**config.mk**
```make
export PLATFORM = sky130hd
export DESIGN_NAME = param_cpu
export DESIGN_NICKNAME = d
export VERILOG_FILES = /design/src/rtl/param_cpu.sv
export SDC_FILE = /design/constraint.sdc
export NUM_CORES = 1
export LEC_CHECK = 0
export CORE_ASPECT_RATIO = 0.9
export CORE_MARGIN = 4
export CORE_UTILIZATION = 55
export CTS_BUF_LIST = sky130_fd_sc_hd__clkbuf_16
export CTS_CLUSTER_SIZE = 12
export DETAILED_ROUTE_END_ITERATION = 12
export HOLD_SLACK_MARGIN = 0.15
export MAX_ROUTING_LAYER = met4
export PLACE_DENSITY = 0.8
export SLEW_MARGIN = 20
export SYNTH_ARGS = -nofsm -noshare
export SYNTH_HDL_FRONTEND = slang
export SYNTH_SLANG_ARGS = --single-unit
```
**constraint.sdc**
```tcl
create_clock -name clock -period 5.9 [get_ports clock]
set_input_delay 0.885 -clock clock [delete_from_list [all_inputs] [get_ports clock]]
set_output_delay 0.885 -clock clock [all_outputs]
set_load 0.02 [all_outputs]
```
**src/rtl/param_cpu.sv**
```systemverilog
// Parametrised accumulator processor: control unit, datapath and memory in one block,
// with a program/debug port. Optional overflow trap is enabled by defining PROC_OVF_EN.
//
// state     | meaning
// ----------+--------------------------------------------------------------
// S_FETCH   | latch opcode/address from M[PC], advance PC
// S_DECODE  | route to EXEC, IN_WAIT or HALT by opcode
// S_EXEC    | LOAD/STORE/ADD/SUB/JZ/JPOS, back to FETCH (or HALT on trap)
// S_IN_WAIT | wait for enter high, then load A from dataIn
// S_IN_REL  | wait for enter low so one press loads exactly once
// S_HALT    | absorbing until reset; program port writable here
module param_cpu #(
  parameter int DATA_W = 8,
  parameter int ADDR_W = 5
) (
  input  logic              clock,
  input  logic              reset,
  input  logic              enter,
  input  logic [DATA_W-1:0] dataIn,
  input  logic              prog_we,
  input  logic [ADDR_W-1:0] prog_addr,
  input  logic [DATA_W-1:0] prog_data,
  output logic [DATA_W-1:0] dbg_data,
  output logic [DATA_W-1:0] dataOut,
  output logic [ADDR_W-1:0] pc,
  output logic [2:0]        IR,
  output logic              Halt,
  output logic              ovf
);

  localparam int DEPTH = 2 ** ADDR_W;

  localparam logic [2:0] OP_LOAD  = 3'b000;
  localparam logic [2:0] OP_STORE = 3'b001;
  localparam logic [2:0] OP_ADD   = 3'b010;
  localparam logic [2:0] OP_SUB   = 3'b011;
  localparam logic [2:0] OP_IN    = 3'b100;
  localparam logic [2:0] OP_JZ    = 3'b101;
  localparam logic [2:0] OP_JPOS  = 3'b110;
  localparam logic [2:0] OP_HALT  = 3'b111;

  typedef enum logic [2:0] {
    S_FETCH,
    S_DECODE,
    S_EXEC,
    S_IN_WAIT,
    S_IN_REL,
    S_HALT
  } state_t;

  logic [DATA_W-1:0] r_mem [DEPTH];
  logic [DATA_W-1:0] r_acc;
  logic [ADDR_W-1:0] r_pc;
  logic [2:0]        r_ir_op;
  logic [ADDR_W-1:0] r_ir_addr;
  state_t            r_state;
  logic              r_halt;

  logic [DATA_W-1:0] w_mop;
  logic [DATA_W-1:0] w_sum;
  logic [DATA_W-1:0] w_diff;
  logic              w_prog_ok;
  logic              w_store;

  assign w_mop     = r_mem[r_ir_addr];
  assign w_sum     = r_acc + w_mop;
  assign w_diff    = r_acc - w_mop;
  // Program writes only while held in reset or halted, so they never race a STORE.
  assign w_prog_ok = prog_we && (!reset || (r_state == S_HALT));
  assign w_store   = reset && (r_state == S_EXEC) && (r_ir_op == OP_STORE);

  assign dbg_data = r_mem[prog_addr];
  assign dataOut  = r_acc;
  assign pc       = r_pc;
  assign IR       = r_ir_op;
  assign Halt     = r_halt;

`ifdef PROC_OVF_EN
  logic r_ovf;
  logic w_add_ovf;
  logic w_sub_ovf;

  assign w_add_ovf = (r_acc[DATA_W-1] == w_mop[DATA_W-1]) && (w_sum[DATA_W-1] != r_acc[DATA_W-1]);
  assign w_sub_ovf = (r_acc[DATA_W-1] != w_mop[DATA_W-1]) && (w_diff[DATA_W-1] != r_acc[DATA_W-1]);
  assign ovf       = r_ovf;
`else
  assign ovf = 1'b0;
`endif

  always_ff @(posedge clock) begin
    if (w_prog_ok) begin
      r_mem[prog_addr] <= prog_data;
    end else if (w_store) begin
      r_mem[r_ir_addr] <= r_acc;
    end
  end

  always_ff @(posedge clock) begin
    if (!reset) begin
      r_acc     <= '0;
      r_pc      <= '0;
      r_ir_op   <= '0;
      r_ir_addr <= '0;
      r_halt    <= 1'b0;
      r_state   <= S_FETCH;
`ifdef PROC_OVF_EN
      r_ovf     <= 1'b0;
`endif
    end else begin
      case (r_state)
        S_FETCH: begin
          r_ir_op   <= r_mem[r_pc][DATA_W-1 -: 3];
          r_ir_addr <= r_mem[r_pc][ADDR_W-1:0];
          r_pc      <= r_pc + 1'b1;
          r_state   <= S_DECODE;
        end
        S_DECODE: begin
          case (r_ir_op)
            OP_IN:   r_state <= S_IN_WAIT;
            OP_HALT: begin
              r_state <= S_HALT;
              r_halt  <= 1'b1;
            end
            default: r_state <= S_EXEC;
          endcase
        end
        S_EXEC: begin
          r_state <= S_FETCH;
          case (r_ir_op)
            OP_LOAD: r_acc <= w_mop;
            OP_ADD: begin
              r_acc <= w_sum;
`ifdef PROC_OVF_EN
              if (w_add_ovf) begin
                r_ovf   <= 1'b1;
                r_halt  <= 1'b1;
                r_state <= S_HALT;
              end
`endif
            end
            OP_SUB: begin
              r_acc <= w_diff;
`ifdef PROC_OVF_EN
              if (w_sub_ovf) begin
                r_ovf   <= 1'b1;
                r_halt  <= 1'b1;
                r_state <= S_HALT;
              end
`endif
            end
            OP_JZ: begin
              if (r_acc == '0) r_pc <= r_ir_addr;
            end
            OP_JPOS: begin
              if (!r_acc[DATA_W-1] && (r_acc != '0)) r_pc <= r_ir_addr;
            end
            default: ;
          endcase
        end
        S_IN_WAIT: begin
          if (enter) begin
            r_acc   <= dataIn;
            r_state <= S_IN_REL;
          end
        end
        S_IN_REL: begin
          if (!enter) r_state <= S_FETCH;
        end
        S_HALT: r_state <= S_HALT;
        default: r_state <= S_FETCH;
      endcase
    end
  end

endmodule
```
# ---- Yosys cells after proc, flatten, opt, wreduce, memory -nomap -nowiden
# Memories as Yosys holds them, arrays and structs flattened. A register that Yosys moved wholly into a read port is not among the register bits.
# Cells that the tools add are included.
# W data, S select, Z words.
dict set report totals {
  out_inout_bits 26
  reg_bits 17
  inputBits 25
  ram_bits 256
  word_cells 64
  memories 1
}
dict set report op_classes {
  eq_ne 18
  add_sub_neg 3
  mux 19
  n_reduce_logical 19
}
# memory words word_bits rd rd_clocked_by_memory_dff wr line
set memory_table {}
lappend memory_table {r_mem 32 8 3 1 1 51} ;# logic [DATA_W-1:0] r_mem [DEPTH];
# cell n
set op_table {}
lappend op_table {{$pmux W8 S3} 1}
lappend op_table {{$pmux W5 S2} 2}
lappend op_table {{$eq A3 B3 Y1 const B} 6}
lappend op_table {{$mux W8} 2}
lappend op_table {{$pmux W8 S2} 1}
lappend op_table {{$mux W5} 3}
lappend op_table {{$pmux W3 S5} 1}
lappend op_table {{$eq A3 B2 Y1 const B} 4}
lappend op_table {{$add A8 B8 Y8} 1}
lappend op_table {{$logic_not A8 Y1} 1}
lappend op_table {{$reduce_bool A8 Y1} 1}
lappend op_table {{$reduce_or A8 Y1} 1}
lappend op_table {{$sub A8 B8 Y8} 1}
lappend op_table {{$eq A3 B1 Y1 const B} 2}
lappend op_table {{$logic_not A3 Y1} 2}
lappend op_table {{$mux W1} 6}
lappend op_table {{$mux W3} 2}
lappend op_table {{$ne A3 B3 Y1 const B} 2}
lappend op_table {{$pmux W3 S2} 1}
lappend op_table {{$add A5 B1 Y5 const B} 1}
lappend op_table {{$logic_and A1 B1 Y1} 4}
lappend op_table {{$ne A2 B2 Y1 const B} 2}
lappend op_table {{$ne A4 B1 Y1 const B} 1}
lappend op_table {{$reduce_and A2 Y1} 2}
lappend op_table {{6 further kinds} 9}

# ---- Depth between registers and ports, before layout
# Gate-level depths: netlist (run 1).
dict set report depth {
  word_depth 8
  depth_mapped 21
  ltp_nobuf 17
}

# ---- Worst setup path before layout (run 1)
# OpenSTA, ideal clock, no wires.
dict set report synth_timing {
  path_type {register to register}
  from {register r_ir_addr[2] (read register of r_mem)}
  to {register r_acc[7] (netlist: dataOut[7])}
  stages_incl_launch_ff 19
  setup_slack_ns 1.802
  synth_period_minus_slack_ns 4.098
  t_arrival_ns 3.970
  setup_time_ns 0.127
  required_time_ns 5.773
  path_cell_list {dfxtp_1 buf_2 buf_2 buf_2 mux4_2 a22oi_1 nand4_1 inv_1 ha_1 mux2i_1 ha_1 nor2b_1 o2111ai_1 nand3_1 o41ai_1 xor2_1 mux2_2 o21ai_1 o22ai_2}
}
dict set report synth_between {
  elab_chain_len 4
  elab_cells_between_ends 5
}
# element line
set synth_lines {}
lappend synth_lines {{from (decl)} 55} ;# logic [ADDR_W-1:0] r_ir_addr;
lappend synth_lines {{$mem_v2 Z32 W8 (*)} n/a}
lappend synth_lines {{$sub A8 B8 Y8 or $add A8 B8 Y8 (tied branches)} {67, 66}}
lappend synth_lines {{$pmux W8 S3 (*)} 129} ;# case (r_ir_op)
lappend synth_lines {{$pmux W8 S2 (*)} 110} ;# case (r_state)
lappend synth_lines {{to (signal assigned)} 130} ;# OP_LOAD: r_acc <= w_mop;
lappend synth_lines {{to (signal assigned)} 132} ;# r_acc <= w_sum;
lappend synth_lines {{to (signal assigned)} 142} ;# r_acc <= w_diff;
lappend synth_lines {{to (decl)} 52} ;# logic [DATA_W-1:0] r_acc;
# Mark *: on every way between the ends. The rest lies on a longest branch, timed or not.
# A chain may end at the register's enable or synchronous reset.

# ---- Worst setup path after layout (run 1)
dict set report layout_timing {
  from {register r_ir_addr[3] (read register of r_mem)}
  to {register r_acc[7] (netlist: dataOut[7])}
}
# Same word-level chain as after synthesis.

==> impl_metrics.env, run 1 <==
export IMPL_io_buffer_count=49
export IMPL_hold_start="Halt"
export IMPL_drive_above_1_share_pct=30.63
export IMPL_via_per_inst=7.548
export IMPL_setup_viol=0
export IMPL_slowest_delay_ps=910
export IMPL_numCtsBuffers=29
export IMPL_async_flop_share_pct=0
export IMPL_worst_pin_slew_ps=1177
export IMPL_grt_ovfl_total=0
export IMPL_hold_class="reg -> reg"
export IMPL_r2r_start="r_ir_addr[3]"
export IMPL_area_growth_pct=10.23
export IMPL_instances_no_fill=1382
export IMPL_rr_worst_depth=17
export IMPL_path_max_fanout=18
export IMPL_worstReg2RegEnd="dataOut[7]"
export IMPL_die_x_um=187.5
export IMPL_synth_top_cell_area_share_pct=48.18
export IMPL_antenna_cells=0
export IMPL_cts_root_buffer="clkbuf_16"
export IMPL_fillCellCount=1932
export IMPL_cts_sinks=281
export IMPL_dp_cells=1328
export IMPL_synth_area_leaders="edfxtp_1 48%, mux4_2 30%, dfxtp_1 3.1%, mux2i_1 2.1%, nor2_1 1.8%"
export IMPL_clk_latency_ps=580
export IMPL_drt_iter0_drc=1771
export IMPL_reg2reg_slack_ps=740
export IMPL_max_freq_mhz=193.9
export IMPL_ys_warnings_count=0
export IMPL_ant_nets=0
export IMPL_vias=10430
export IMPL_routabilityCongestion=0.9162
export IMPL_ys_types=59
export IMPL_ys_seq_area_share_pct=51.32
export IMPL_synth_edff_count=256
export IMPL_p_leak_nw=5.435
export IMPL_required_ps=6350
export IMPL_ctsHtreeMaxLevel=1
export IMPL_setup_tns_ps=0
export IMPL_layout_nets=1034
export IMPL_die_y_um=169.6
export IMPL_ioPinCount=51
export IMPL_fin_hold_ws_ps=538.0
export IMPL_dp_hpwl_um=29830
export IMPL_pre_cts_ws_ps=955.2
export IMPL_synth_nets=1021
export IMPL_min_period_ps=5157
export IMPL_start_util_pct=56.52
export IMPL_die_area_um2=31800
export IMPL_hold_viol=0
export IMPL_syn_avg_cell_area_um2=16.18
export IMPL_synth_main_ff_cell="edfxtp_1"
export IMPL_antenna_found_initial=0
export IMPL_cp_arrival_ps=5610
export IMPL_worstSetupStartpointType="flip-flop"
export IMPL_grt_pass1_wl_um=67780
export IMPL_postCtsHoldBufs=0
export IMPL_power_density_nw_per_um2=344.8
export IMPL_slew_headroom_pct=21.23
export IMPL_synthCells=986
export IMPL_outcome="finished, final reports clean"
export IMPL_holdPathStages=2
export IMPL_core_area_um2=28230
export IMPL_routed_wl_um=45100
export IMPL_avgRoutedWirePerCell_um=32.63
export IMPL_min_to="Halt"
export IMPL_drc=0
export IMPL_post_cts_resized=0
export IMPL_grt_max_degree=69
export IMPL_post_cts_buffers=0
export IMPL_synth_seq_cells=281
export IMPL_final_max_slew_viol_count=0
export IMPL_yosysTopAreaCell="edfxtp_1"
export IMPL_path_clk_slew_ps=60
export IMPL_netlist_area_um2=15960
export IMPL_rsz0062_at_grt="no"
export IMPL_final_core_util_pct=62.30
export IMPL_grt_pass1_vias=10280
export IMPL_num_rows=58
export IMPL_fin_skew_ps=27.22
export IMPL_grt_usage_pct=29.42
export IMPL_crit_chain="buf_4 -> nand3b_1 -> o22ai_1 -> nor4_1 -> or2_1 -> inv_1 -> nand2_1 -> nand2_1 -> xor2_1 -> ha_1 -> o2111ai_1 -> nand3_1 -> o41ai_1 -> xor2_1 -> nor4b_1 -> nor4b_1 -> o22ai_2"
export IMPL_crit_path_end_kind="flip-flop"
export IMPL_path_class="reg -> reg"
export IMPL_setup_ws_ps=743.0
export IMPL_finalCritPeriodShare_pct=87.41
export IMPL_ir_worst_vdd_v=0.0002540
export IMPL_clock_path_buffers=3
export IMPL_crit_path_top_delay_cell="nor4_1"
export IMPL_cap_viol_max_count=0
export IMPL_cts_tree="built"
export IMPL_first_pass_iters=5
## layout make-up
class | instances | area [µm²] | area share (%)
Clock buffer | 29 | 725.7 | 4.126
Clock inverter | 25 | 141.4 | 0.8039
Inverter | 10 | 37.54 | 0.2134
Multi-Input combinational cell | 611 | 7387 | 42.00
Sequential cell | 281 | 8202 | 46.63
Tap cell | 360 | 450.4 | 2.561
Timing Repair Buffer | 66 | 643.1 | 3.657
## metrics by stage
stage / total power, W / instance area (µm²)
2_1_floorplan: 0.003859 / 15960
3_5_place_dp: 0.004356 / 16680
6_report: 0.006064 / 17590
4_1_cts: 0.006039 / 17540
3_3_place_gp: 0.004321 / 16670
5_1_grt: 0.006302 / 17590
## cells by family after synthesis
| kind of cell | share of synthesized area [%] |
|---|---|
| multiplexers | 33.40 |
| flip-flops | 51.32 |
| other | 0.02350 |
| buffers and inverters | 2.768 |
| adder cells (fa/ha/maj) | 0.8313 |
| AND/OR/NAND/NOR | 6.564 |
| XOR/XNOR | 0.6038 |
| AO/OA/AOI/OAI | 4.493 |
## power by group
group / switching, W / internal [W]
clock: 0.000761 / 0.000932
combinational: 0.000947 / 0.000944
sequential: 0.000259 / 0.00222
total: 0.00197 / 0.00410
## sequential cells by signal, summed over array words and instances, names as in the netlist
register and flops:
r_ir_addr 5, Halt 1, pc 5, r_mem 256, dataOut 8, r_state 3, IR 3
## cell usage in the layout, fill, tap and decap left out, drive strengths merged, types with 13 or more instances in the layout
cell / count
edfxtp: 256
mux4: 216
nor2: 77
nand2: 63
clkdlybuf4s50: 46
mux2i: 34
clkbuf: 29
inv: 25
dfxtp: 25
o21ai: 20
buf: 20
a21oi: 19
nand3: 18
o22ai: 13
## worst max-delay path, delay by kind of cell (launching register included)
| family | cells | cell delay (ps) |
|---|---|---|
| AO/OA/AOI/OAI | 4 | 720 |
| flip-flops | 1 | 860 |
| XOR/XNOR | 2 | 510 |
| buffers and inverters | 2 | 390 |
| AND/OR/NAND/NOR | 8 | 2190 |
| adder cells (fa/ha/maj) | 1 | 360 |
## cell usage after synthesis (all sizes together), types with 7 or more instances
library cell  instances
a211oi               12
o21ai                20
nand3                18
buf                  35
a21oi                19
dfxtp                25
o211ai                7
o22ai                13
nor2b                 8
nand2                63
inv                  10
ha                    9
a31oi                 8
nor2                 77
nand2b               10
clkbuf               49
nor3                  7
a22oi                12
mux2i                34
mux2                 11
edfxtp              256
mux4                216
## how the worst max path moves through the flow
stage	startpoint	to	slack, ps
finish	r_ir_addr[3]	dataOut[7]	740
global route	r_ir_addr[3]	dataOut[7]	590
CTS	r_ir_addr[3]	dataOut[7]	910
detailed placement	r_ir_addr[3]	dataOut[7]	960
global placement	r_ir_addr[3]	dataOut[7]	1090
floorplan	r_ir_addr[2]	dataOut[7]	1800
## layer usage
| layer | vias up | track usage [%] | share of wire (%) |
|---|---|---|---|
| met1 | 5300 | 39.76 | 35 |
| met3 | 110 | 6.109 | 13 |
| li1 | 4165 | - | - |
| met5 | - | - | 0 |
| met4 | 0 | 9.158 | 3.3 |
| met2 | 856 | 46.04 | 49 |
(Power assumes the default switching activity.)
==> run 2, diff against run 1 <==
--- a/config.mk
+++ b/config.mk
@@ -5,13 +5,13 @@
 export SDC_FILE = /design/constraint.sdc
 export NUM_CORES = 1
 export LEC_CHECK = 0
+export CAP_MARGIN = 20
 export CORE_ASPECT_RATIO = 0.9
 export CORE_MARGIN = 4
 export CORE_UTILIZATION = 55
 export CTS_BUF_LIST = sky130_fd_sc_hd__clkbuf_16
 export CTS_CLUSTER_SIZE = 12
 export DETAILED_ROUTE_END_ITERATION = 12
-export HOLD_SLACK_MARGIN = 0.15
 export MAX_ROUTING_LAYER = met4
 export PLACE_DENSITY = 0.8
 export SLEW_MARGIN = 20
==> run 2 against run 1 <==
Global-route usage stayed put. Clock skew hardly changed. Clock power hardly changed. Sequential power hardly changed. Combinational power hardly changed. Flip-flop and latch count stayed put. First-iteration DRC count is 0.79% higher. Via count is 0.21% lower. Wire length is 0.16% lower. Non-clock buffer count is 1 higher. Cell area hardly changed. Power is 0.12% lower. Critical path type unchanged. Critical endpoint unchanged. Largest cell class unchanged. Highest routed layer unchanged.
==> impl_metrics.env, run 2 (synthesis gave the netlist of run 1 again) <==
export IMPL_outcome="finished, final reports clean"
export IMPL_grt_pass1_vias=10280
export IMPL_crit_path_end_kind="flip-flop"
export IMPL_final_cell_mix="256 x edfxtp_1, 216 x mux4_2, 63 x nor2_1, 59 x nand2_1, 46 x clkdlybuf4s50_1"
export IMPL_final_core_util_pct=62.34
export IMPL_grt_ovfl_total=0
export IMPL_grt_max_degree=69
export IMPL_path_clk_slew_ps=60
export IMPL_power_density_nw_per_um2=344.1
export IMPL_area_growth_pct=10.30
export IMPL_numCtsBuffers=29
export IMPL_hold_class="reg -> reg"
export IMPL_regMostFlops="r_mem"
export IMPL_dp_hpwl_um=29830
export IMPL_fin_skew_ps=26.87
export IMPL_cap_viol_max_count=0
export IMPL_clock_path_buffers=3
export IMPL_slew_headroom_pct=18.85
export IMPL_core_area_um2=28230
export IMPL_worstSetupStartpointType="flip-flop"
export IMPL_ctsHtreeMaxLevel=1
export IMPL_p_leak_nw=5.441
export IMPL_post_cts_buffers=0
export IMPL_ant_nets=0
export IMPL_largest_register_ff_count=256
export IMPL_vias=10410
export IMPL_fin_hold_ws_ps=538.0
export IMPL_required_ps=6350
export IMPL_cts_root_buffer="clkbuf_16"
export IMPL_finalCritPeriodShare_pct=87.12
export IMPL_cts_tree="built"
export IMPL_cp_arrival_ps=5590
export IMPL_die_x_um=187.5
export IMPL_post_cts_resized=0
export IMPL_antenna_cells=0
export IMPL_routabilityCongestion=0.9162
export IMPL_setup_tns_ps=0
export IMPL_clk_latency_ps=580
export IMPL_drive_above_1_share_pct=30.69
export IMPL_drc=0
export IMPL_io_buffer_count=49
export IMPL_first_pass_iters=5
export IMPL_grt_pass1_wl_um=67780
export IMPL_antenna_found_initial=0
export IMPL_seqCellArea_um2=8202
export IMPL_min_period_ps=5140
export IMPL_die_y_um=169.6
export IMPL_via_per_inst=7.526
export IMPL_grt_usage_pct=29.42
export IMPL_setup_ws_ps=759.8
export IMPL_postCtsHoldBufs=0
export IMPL_setup_viol=0
export IMPL_max_freq_mhz=194.5
export IMPL_cts_sinks=281
export IMPL_drt_iter0_drc=1785
export IMPL_path_max_fanout=18
export IMPL_pre_cts_ws_ps=955.2
export IMPL_final_max_slew_viol_count=0
export IMPL_rsz0062_at_grt="no"
export IMPL_ir_worst_vdd_v=0.0002514
export IMPL_ioPinCount=51
export IMPL_placed_area_um2=16680
export IMPL_start_util_pct=56.52
export IMPL_routed_wl_um=45030
export IMPL_layout_commonest_cell="edfxtp_1"
export IMPL_multiInputGateArea_um2=7387
export IMPL_num_rows=58
export IMPL_final_area_um2=17600
export IMPL_die_area_um2=31800
export IMPL_avgRoutedWirePerCell_um=32.56
export IMPL_hold_viol=0
export IMPL_layout_nets=1035
export IMPL_worst_pin_slew_ps=1213
export IMPL_fillCellCount=1930
export IMPL_path_class="reg -> reg"
[run 2: changes by cell type in the layout (fill, tap and decap cells not counted), sizes merged]
cell | previous run | this run
buf | 20 | 21
[run 2: critical path, cell delays in order (launching register included)]
cell and delay, ps:
dfxtp_1 840, buf_4 350, nand3b_1 200, o22ai_1 180
nor4_1 910, or2_1 240, inv_1 40, nand2_1 80
nand2_1 70, xor2_1 150, ha_1 350, o2111ai_1 130
nand3_1 140, o41ai_1 320, xor2_1 350, nor4b_1 100
nor4b_1 440, o22ai_2 110
[run 2: final timing paths]
path              slack, ps  cells past startpoint          to    startpoint
hold / removal          540                      2        Halt          Halt
setup / recovery        760                     17  dataOut[7]  r_ir_addr[3]
hold reg to reg         540                      2        Halt          Halt
setup reg to reg        760                     17  dataOut[7]  r_ir_addr[3]
[run 2: stage by stage]
stage          std cells  power (W)
3_5_place_dp        1328   0.004356
3_3_place_gp        1328   0.004321
2_1_floorplan        986   0.003859
5_1_grt             1383   0.006303
6_report            1383   0.006056
4_1_cts             1382   0.006039
[run 2: area by class of cell]
type / instances / share of cell area, %
clock buffer: 29 / 4.124
tap: 360 / 2.560
clock inverter: 25 / 0.8034
sequential: 281 / 46.61
timing repair buffer: 67 / 3.718
multi-input combinational: 611 / 41.98
inverter: 10 / 0.2133
[run 2: power breakdown]
| group | leakage, nW | total (W) | internal [W] | switching [W] |
|---|---|---|---|---|
| Clock | 0.479 | 0.00169 | 0.000932 | 0.000762 |
| Sequential | 2.51 | 0.00248 | 0.00222 | 0.000256 |
| Combinational | 2.45 | 0.00188 | 0.000943 | 0.000942 |
[run 2: layer usage]
metal,up-vias,part of all wire [%],global-route usage (%)
li1,4160,-,-
met1,5268,35,39.76
met2,845,48,46.04
met3,136,13,6.109
met4,0,3.7,9.158
met5,-,0,-
==> run 3, diff against run 2 <==
--- a/config.mk
+++ b/config.mk
@@ -12,8 +12,9 @@
 export CTS_BUF_LIST = sky130_fd_sc_hd__clkbuf_16
 export CTS_CLUSTER_SIZE = 12
 export DETAILED_ROUTE_END_ITERATION = 12
+export DONT_BUFFER_PORTS = 1
 export MAX_ROUTING_LAYER = met4
-export PLACE_DENSITY = 0.8
+export PLACE_DENSITY = 0.77
 export SLEW_MARGIN = 20
 export SYNTH_ARGS = -nofsm -noshare
 export SYNTH_HDL_FRONTEND = slang
==> run 3 against run 2 <==
Final cell count down 3.8%. Largest power group unchanged. Wire length fell by 1.3%. Count of clock-buffer cells in the layout up 1. Worst setup slack gained 270 ps. Clock skew fell by 11 ps. Non-clock buffer count down 48.
==> impl_metrics.env, run 3 (synthesis gave the netlist of run 1 again) <==
export IMPL_slew_headroom_pct=21.03
export IMPL_p_sw_share_pct=32.25
export IMPL_path_max_fanout=41
export IMPL_cts_tree="built"
export IMPL_start_util_pct=56.52
export IMPL_cp_endpoint="dataOut[7]"
export IMPL_via_per_inst=7.665
export IMPL_ctsHtreeMaxLevel=1
export IMPL_p_leak_nw=5.242
export IMPL_worstReg2RegEnd="dataOut[7]"
export IMPL_holdPathStages=2
export IMPL_clkPwrFrac_pct=27.9
export IMPL_cp_arrival_ps=5310
export IMPL_grt_ovfl_total=0
export IMPL_area_growth_pct=7.081
export IMPL_power_density_nw_per_um2=346.7
export IMPL_drc=0
export IMPL_p_switching_w=0.001910
export IMPL_io_buffer_count=0
export IMPL_vias=10200
export IMPL_final_max_slew_viol_count=0
export IMPL_grt_max_degree=68
export IMPL_clk_latency_ps=550
export IMPL_cap_viol_max_count=0
export IMPL_routed_wl_um=44460
export IMPL_required_ps=6340
export IMPL_layout_commonest_cell="edfxtp_1"
export IMPL_setup_viol=0
export IMPL_finalCritPeriodShare_pct=82.52
export IMPL_crit_chain="mux4_2 -> o22ai_1 -> nor4_1 -> or2_1 -> inv_1 -> nand2_1 -> nand2_1 -> xor2_1 -> ha_1 -> o2111ai_1 -> nand3_1 -> o41ai_1 -> xor2_1 -> mux2_2 -> o21ai_1 -> o22ai_2"
export IMPL_post_cts_resized=0
export IMPL_min_period_ps=4869
export IMPL_outcome="finished, final reports clean"
export IMPL_cts_root_buffer="clkbuf_16"
export IMPL_fillCellCount=1993
export IMPL_path_clk_slew_ps=60
export IMPL_antenna_found_initial=0
export IMPL_setup_tns_ps=0
export IMPL_ant_nets=0
export IMPL_core_area_um2=28230
export IMPL_fin_hold_ws_ps=461.2
export IMPL_gr_usage_met3_pct=7.672
export IMPL_regMostFlops="r_mem"
export IMPL_hold_viol=0
export IMPL_num_rows=58
export IMPL_die_area_um2=31800
export IMPL_drive_above_1_share_pct=32.34
export IMPL_crit_start="r_ir_addr[1]"
export IMPL_hold_class="in -> reg"
export IMPL_postCtsHoldBufs=0
export IMPL_post_cts_buffers=0
export IMPL_rsz0062_at_grt="no"
export IMPL_p_comb_share_pct=30.3
export IMPL_first_pass_iters=5
export IMPL_routabilityCongestion=1.023
export IMPL_max_freq_mhz=205.4
export IMPL_avgRoutedWirePerCell_um=33.40
export IMPL_grt_pass1_wl_um=65750
export IMPL_reg2reg_slack_ps=1030
export IMPL_ioPinCount=51
export IMPL_p_int_w=0.004014
export IMPL_die_x_um=187.5
export IMPL_antenna_cells=0
export IMPL_slowest_delay_ps=870
export IMPL_crit_path_top_delay_cell="nor4_1"
export IMPL_r2r_start="r_ir_addr[1]"
export IMPL_die_y_um=169.6
export IMPL_final_cell_mix="256 x edfxtp_1, 216 x mux4_2, 61 x nand2_1, 60 x nor2_1, 34 x mux2i_1"
export IMPL_fin_skew_ps=16.17
export IMPL_cts_sinks=281
export IMPL_drt_iter0_drc=1551
export IMPL_layout_nets=987
export IMPL_path_class="reg -> reg"
export IMPL_numCtsBuffers=29
export IMPL_clock_path_buffers=3
export IMPL_ir_worst_vdd_v=0.0002770
export IMPL_worst_pin_slew_ps=1180
export IMPL_dp_hpwl_um=28900
export IMPL_rr_worst_depth=16
export IMPL_grt_met1_usage_pct=37.93
export IMPL_crit_path_end_kind="flip-flop"
export IMPL_grt_pass1_vias=10010
export IMPL_top_usage_layer="met2"
export IMPL_largest_register_ff_count=256
export IMPL_p_seq_share_pct=41.8
export IMPL_grt_usage_pct=28.60
export IMPL_worstSetupStartpointType="flip-flop"
export IMPL_grtUsageMet2_pct=45.16
[run 3: cell types whose count changed in the layout (fill, tap and decap cells not counted), sizes merged]
cell,delta
bufinv,-1
inv,+1
clkdlybuf4s50,-46
clkinv,-5
clkbuf,+1
buf,-2
[run 3: per-stage QoR]
step,cells,setup WS [ps],total power [W],cell area [µm²],util (%)
2_1_floorplan,986,1802,0.003859,15960,-
3_3_place_gp,1276,1194,0.004222,16140,57.18
3_5_place_dp,1279,1104,0.004263,16180,57.30
4_1_cts,1329,1082,0.005888,17000,60.23
5_1_grt,1331,637.2,0.006158,17090,60.52
6_report,1331,1031,0.005924,17090,60.52
[run 3: power groups by stage]
| stage | logic, W | registers (W) | clock network (W) |
|---|---|---|---|
| detailed placement | 0.00174 | 0.00252 | 0 |
| CTS | 0.00175 | 0.00248 | 0.00166 |
| global placement | 0.00171 | 0.00251 | 0 |
| finish | 0.00179 | 0.00248 | 0.00165 |
| floorplan | 0.00155 | 0.00231 | 0 |
| global route | 0.00191 | 0.00250 | 0.00175 |
[run 3: how the worst min path moves through the flow]
| stage | startpoint | slack, ps | to |
|---|---|---|---|
| final | reset | 460 | r_state[1] |
| after global routing | reset | 490 | r_state[1] |
| after CTS | reset | 440 | r_state[1] |
| after detailed placement | Halt | 600 | Halt |
| after global placement | Halt | 600 | Halt |
| after floorplan | Halt | 570 | Halt |
[run 3: layout make-up]
cell class                      instances  area, µm²  area share, %
Timing Repair Buffer                   19      170.2         0.9960
Clock inverter                         20      77.57         0.4540
Inverter                               10      37.54         0.2197
Multi-Input combinational cell        611       7396          43.29
Clock buffer                           30      750.7          4.394
Tap cell                              360      450.4          2.636
Sequential cell                       281       8203          48.01
[run 3: layer usage]
metal | vias up | wire, µm | part of all wire [%]
li1 | 4069 | - | -
met1 | 5264 | 16030 | 36
met2 | 772 | 21800 | 49
met3 | 97 | 5386 | 12
met4 | 0 | 1241 | 2.8
met5 | - | 0 | 0
[run 3: worst max-delay path, delay by kind of cell (launching register included)]
kind / cells / cell delay [ps]
buffers and inverters: 1 / 50
and+or+nand+nor: 5 / 1400
xor gates and xnor gates: 2 / 510
DFF: 1 / 810
adders and majority gates: 1 / 360
muxes: 2 / 730
AOI/OAI and AO/OA: 5 / 830
